### src/rtl/mux2_sel_sequencer.sv
// Self-test sequencer for a 2:1 mux: drives both data inputs and the select,
// captures y with select=0 and then select=1, and flags a mismatch.
module mux2_sel_sequencer #(
    parameter int WIDTH = 4,
    parameter int DWELL = 2
) (
    input  logic             clk,
    input  logic             rst,
    input  logic             start,
    input  logic [WIDTH-1:0] a_in,
    input  logic [WIDTH-1:0] b_in,
    output logic [WIDTH-1:0] mux_a,
    output logic [WIDTH-1:0] mux_b,
    output logic             mux_s,
    input  logic [WIDTH-1:0] mux_y,
    output logic [WIDTH-1:0] cap_a,
    output logic [WIDTH-1:0] cap_b,
    output logic             busy,
    output logic             done,
    output logic             err
);

    generate
        if (DWELL < 1) begin : g_bad_dwell
            $error("mux2_sel_sequencer: DWELL must be >= 1");
        end
    endgenerate

    // Guarded so an illegal DWELL still yields a legal width while the error above fires.
    localparam int CW = (DWELL < 1) ? 1 : $clog2(DWELL + 1);
    localparam logic [CW-1:0] LAST = CW'(DWELL - 1);

    typedef enum logic [1:0] {
        IDLE  = 2'd0,
        SEL_A = 2'd1,
        SEL_B = 2'd2,
        DONE  = 2'd3
    } state_t;

    state_t        state_reg;
    logic [CW-1:0] cnt_reg;

    always_ff @(posedge clk) begin
        if (!rst) begin
            state_reg <= IDLE;
            cnt_reg   <= '0;
            mux_a     <= '0;
            mux_b     <= '0;
            mux_s     <= 1'b0;
            cap_a     <= '0;
            cap_b     <= '0;
            busy      <= 1'b0;
            done      <= 1'b0;
            err       <= 1'b0;
        end else begin
            case (state_reg)
                IDLE: begin
                    if (start) begin
                        mux_a     <= a_in;
                        mux_b     <= b_in;
                        mux_s     <= 1'b0;
                        cnt_reg   <= '0;
                        err       <= 1'b0;
                        busy      <= 1'b1;
                        state_reg <= SEL_A;
                    end
                end
                SEL_A: begin
                    if (cnt_reg == LAST) begin
                        cap_a     <= mux_y;
                        mux_s     <= 1'b1;
                        cnt_reg   <= '0;
                        state_reg <= SEL_B;
                    end else begin
                        cnt_reg <= cnt_reg + CW'(1);
                    end
                end
                SEL_B: begin
                    if (cnt_reg == LAST) begin
                        // cap_a is already stable here, so both halves compare in one edge.
                        cap_b     <= mux_y;
                        mux_s     <= 1'b0;
                        busy      <= 1'b0;
                        done      <= 1'b1;
                        err       <= (cap_a != mux_a) | (mux_y != mux_b);
                        cnt_reg   <= '0;
                        state_reg <= DONE;
                    end else begin
                        cnt_reg <= cnt_reg + CW'(1);
                    end
                end
                DONE: begin
                    done      <= 1'b0;
                    state_reg <= IDLE;
                end
                default: begin
                    state_reg <= IDLE;
                end
            endcase
        end
    end

endmodule

### config.mk
export PLATFORM = sky130hd
export DESIGN_NAME = mux2_sel_sequencer
export DESIGN_NICKNAME = d
export VERILOG_FILES = /design/src/rtl/mux2_sel_sequencer.sv
export SDC_FILE = /design/constraint.sdc
export NUM_CORES = 1
export LEC_CHECK = 0
export ABC_AREA = 1
export CORE_MARGIN = 8
export CORE_UTILIZATION = 40
export DETAILED_ROUTE_END_ITERATION = 7
export GPL_TIMING_DRIVEN = 1
export PLACE_DENSITY = 0.83
export SKIP_CTS_REPAIR_TIMING = 1
export SYNTH_ARGS = -nofsm -noshare
export SYNTH_HDL_FRONTEND = slang
export SYNTH_SLANG_ARGS = --single-unit
### constraint.sdc
create_clock -name clk -period 1.2 [get_ports clk]
set_input_delay 0.24 -clock clk [delete_from_list [all_inputs] [get_ports clk]]
set_output_delay 0.24 -clock clk [all_outputs]
set_load 0.05 [all_outputs]
Word-level counts from Yosys, hierarchy flattened --
Cells that the tools add are included. Widths: inputs -> output; s select.
Cells by class: bitwise operators 1, muxes and demuxes 16, $lt $le $gt $ge 0, div/mod/pow operators 0, add/sub/neg operators 1, multipliers 0, reductions and logical operators 14, equality and inequality tests 9, shift-type cells 0
Operator list (number):
- $mux 2 | 5
- $reduce_and 2->1 | 5
- $ne 4x4->1 | 2
- $pmux 2 s4 | 1
- $ne 2x2->1 const B | 3
- $pmux 1 s2 | 3
- $reduce_and 3->1 | 2
- $reduce_bool 2->1 | 3
- $mux 1 | 5
- $eq 2x1->1 const B | 2
- $eq 2x2->1 const B | 2
- $pmux 2 s2 | 1
- $reduce_and 4->1 | 1
- $pmux 1 s3 | 1
- $reduce_bool 3->1 | 1
- $add 2x1->2 const B | 1
- $logic_not 2->1 | 1
- $reduce_or 2->1 | 1
- $or 1x1->1 | 1
Storage, ports and cells: register bits 24, input bits 15, memories 0, latch bits 0, word-level logic and storage cells 51, bits in read-only memories 0, RAM bits 0, output and inout bits 20

Longest topological paths before layout --
depth in word-level cells 4, mapped depth 8

Least setup slack after synthesis --
No wires, ideal clock.
path kind reg2reg, from register state_reg[0], to register state_reg[0], slack -0.047 ns, required time 1.081 ns, cell stages (with the launch flop) 9, setup time 0.119 ns, data arrival time 1.128 ns, clock period less this slack 1.247 ns, buffers on the path 0, cell sequence dfxtp_1 -> inv_1 -> ha_1 -> inv_1 -> nor2_4 -> inv_1 -> nand2_2 -> o21ai_0 -> a21oi_1
On the way: longest elaborated chain between the ends 3, elaborated cells on any way between the ends 9
Ends and longest elaborated chain:
- start, declared | RTL line 40 | state_t state_reg;
- start signal, assigned | RTL line 45 | state_reg <= IDLE;
- start signal, assigned | RTL line 65 | state_reg <= SEL_A;
- start signal, assigned | RTL line 73 | state_reg <= SEL_B;
- $eq 2x1->1, or another cell as far along | RTL line 56 | case (state_reg)
- $ne 2x2->1 (no line)
- $reduce_and 3->1 (no line)
Parallel ways exist; a longest one is shown, timed or not. A chain may end at the register's enable or synchronous reset.

Worst setup path in the final report --
from register state_reg[0], to register state_reg[1]
The elaborated chain is that of the path after synthesis.

==> impl_metrics.ini <==
[run_status]
status = finished with violations
violations = negative setup slack

[die]
rows = 19
core_sq_um = 2660
io_pins = 35
initial_core_util_pct = 40.7
fp.dieArea_sq_um = 4630
chipHeight_microns = 68.0
dieWidth_microns = 68.0

[power_and_ir_drop]
p_int_mw = 2.30
power.switching_mw = 1.83
pwr-share-seq_pct = 31.3
power.density_nw_per_um2 = 2160
leakage_nw = 0.753
comb_power_share_pct = 60.0
peakVddDrop_mv = 1.56
clkPwrFrac_pct = 8.7
p_sw_share_pct = 44.4

[clocking]
clockBufferDepth = 2
htreeDepth = 1
cts_sinks = 24
cts-root-buf = clkbuf_4
tritoncts = done
clkTransAtPathRegs_ps = 130
cts_buffers = 3
worstSkewPairLatency_ps = 330

[timing]
relSlewSlack_pct = 81.0
slew_violations = 0
finalSetupViolCount = 6
tightest_slew_ps = 283
fin_setup_tns_ps = -137
post-route-min-period_ps = 1230
rsz0062_at_grt = true
period_share_pct = 103
fin_worst_skew_ps = 7.12
fin_ws_ps = -34.9
max_freq_mhz = 810
finalHoldViolCount = 0

[global_route]
grt_usage_pct = 13.3
grt_pass1_wl_mm = 4.73
antenna_found_initial = 0
gr-total-overflow = 0
grt_start_max_net_pins = 21
grt_pass1_vias = 1124

[final_layout]
fill_cells = 189
area_growth_pct = 76.2
stdcell_count = 221
antenna_cells = 0
layout.nets = 212
drive_gt1_share_pct = 36.8
layout_commonest_cell = buf_12
final_cell_mix = 21 x buf_12, 19 x nand2_1, 18 x inv_1, 16 x a21oi_1

[logic_synthesis]
synth_flop_cell = dfxtp_1
yosys_warnings = 0
synth-edff-count = 0
synth-seq-cells = 24
synthArstFlopShare_pct = 0
syn_area_sq_um = 1080
avgSynthCellArea_sq_um = 7.58
ys_seq_area_share_pct = 44.3
syn-num-nets = 163
syn_inst = 143
yosysUniqueCellTypes = 20

[placement]
io_buffers = 34
placed_cells = 218
post-dp-hpwl_mm = 2.40
gp_congestion = 0.903

[critical_path]
cp_max_fo = 5
path_class = flip-flop to flip-flop
cp_data_arrival_time_ps = 1490
cp_data_required_time_ps = 1450
cp-start-kind = flip-flop
setup.worst_path.end_class = flip-flop
reg2regPathDepth = 8

[hold_path]
whs_path_depth = 2
hp-class = flip-flop to flip-flop

[route]
drtPass1Iterations = 4
postRouteAntennaNets = 0
wire_per_inst_microns = 14.2
vias = 1104
vias_per_cell = 5.00
drtIter0Drc = 57
drc_errors = 0
totalWireLength_mm = 3.13

[job]
maxCapViolations = 0
[synth_stat cells (all sizes together), types with 2 or more instances]
master  count  area, sq um
nand2      23         88.8
o21ai      20          104
buf         2         8.75
a21oi      17         85.1
ha          5         62.6
inv        23         86.3
nand3       3         20.0
nor2       17         71.3
dfxtp      24          480
xnor2       5         43.8
[worst max-delay path, stage by stage (launching register included)]
cell and delay, ps:
dfxtp_4 390, inv_4 80, ha_4 150, inv_4 40, nor2_4 160, inv_4 70, nand2_4 90, o21ai_2 60
a21oi_1 120
[area by class of cell]
cell class | instances | area (sq um) | area share, %
timing repair buffer | 47 | 651 | 34.1
tap | 31 | 38.8 | 2.03
sequential | 24 | 497 | 26.0
inverter | 23 | 96.3 | 5.05
clock buffer | 3 | 22.5 | 1.18
multi-input combinational | 93 | 604 | 31.7
[layer usage]
metal | track usage, % | up-vias | routed length [microns]
met4 | 7.42 | 0 | 59
met1 | 13.5 | 515 | 1180
met2 | 25.0 | 30 | 1700
met5 | 0 | - | 0
met3 | 2.29 | 6 | 194
li1 | - | 553 | -
[power by group through the flow]
stage / Sequential, mW / Clock, mW / Combinational, mW
after floorplan: 1.68 / 0 / 0.669
after global placement: 1.25 / 0 / 2.12
after detailed placement: 1.26 / 0 / 2.17
after CTS: 1.24 / 0.369 / 2.18
after global routing: 1.32 / 0.393 / 2.62
final: 1.29 / 0.359 / 2.48
[path summary, 6_finish.rpt]
kind                                                 from                         to  slack [ps]
worst min-delay path                cap_b[0]$_SDFFE_PN0P_      cap_b[0]$_SDFFE_PN0P_         490
worst max register to register  state_reg[0]$_SDFFE_PN0P_  state_reg[1]$_SDFFE_PN0P_         -30
worst min register to register      cap_b[0]$_SDFFE_PN0P_      cap_b[0]$_SDFFE_PN0P_         490
worst max-delay path            state_reg[0]$_SDFFE_PN0P_  state_reg[1]$_SDFFE_PN0P_         -30
[logic make-up (layout without fill, tap and decap cells)]
logic type,count (synthesis),in the layout,synth area share [%]
and+or+nand+nor,44,44,17.2
AOI/OAI and AO/OA,39,39,19.5
buffers and inverters,26,73,9.12
DFF,24,24,44.3
adders and majority gates,5,5,5.77
xor gates and xnor gates,5,5,4.04
[through the flow]
stage,hold WS [ps],power [mW],setup slack (ps),area (sq um),util [%]
final,489,4.13,-34.9,1910,71.7
after global routing,510,4.33,-113,1910,71.7
after CTS,494,3.79,-168,1790,67.3
after detailed placement,475,3.43,-213,1770,66.4
after global placement,469,3.36,-179,1770,66.4
after floorplan,404,2.35,1.36,1090,-
Power figures use the tool's default switching activity.
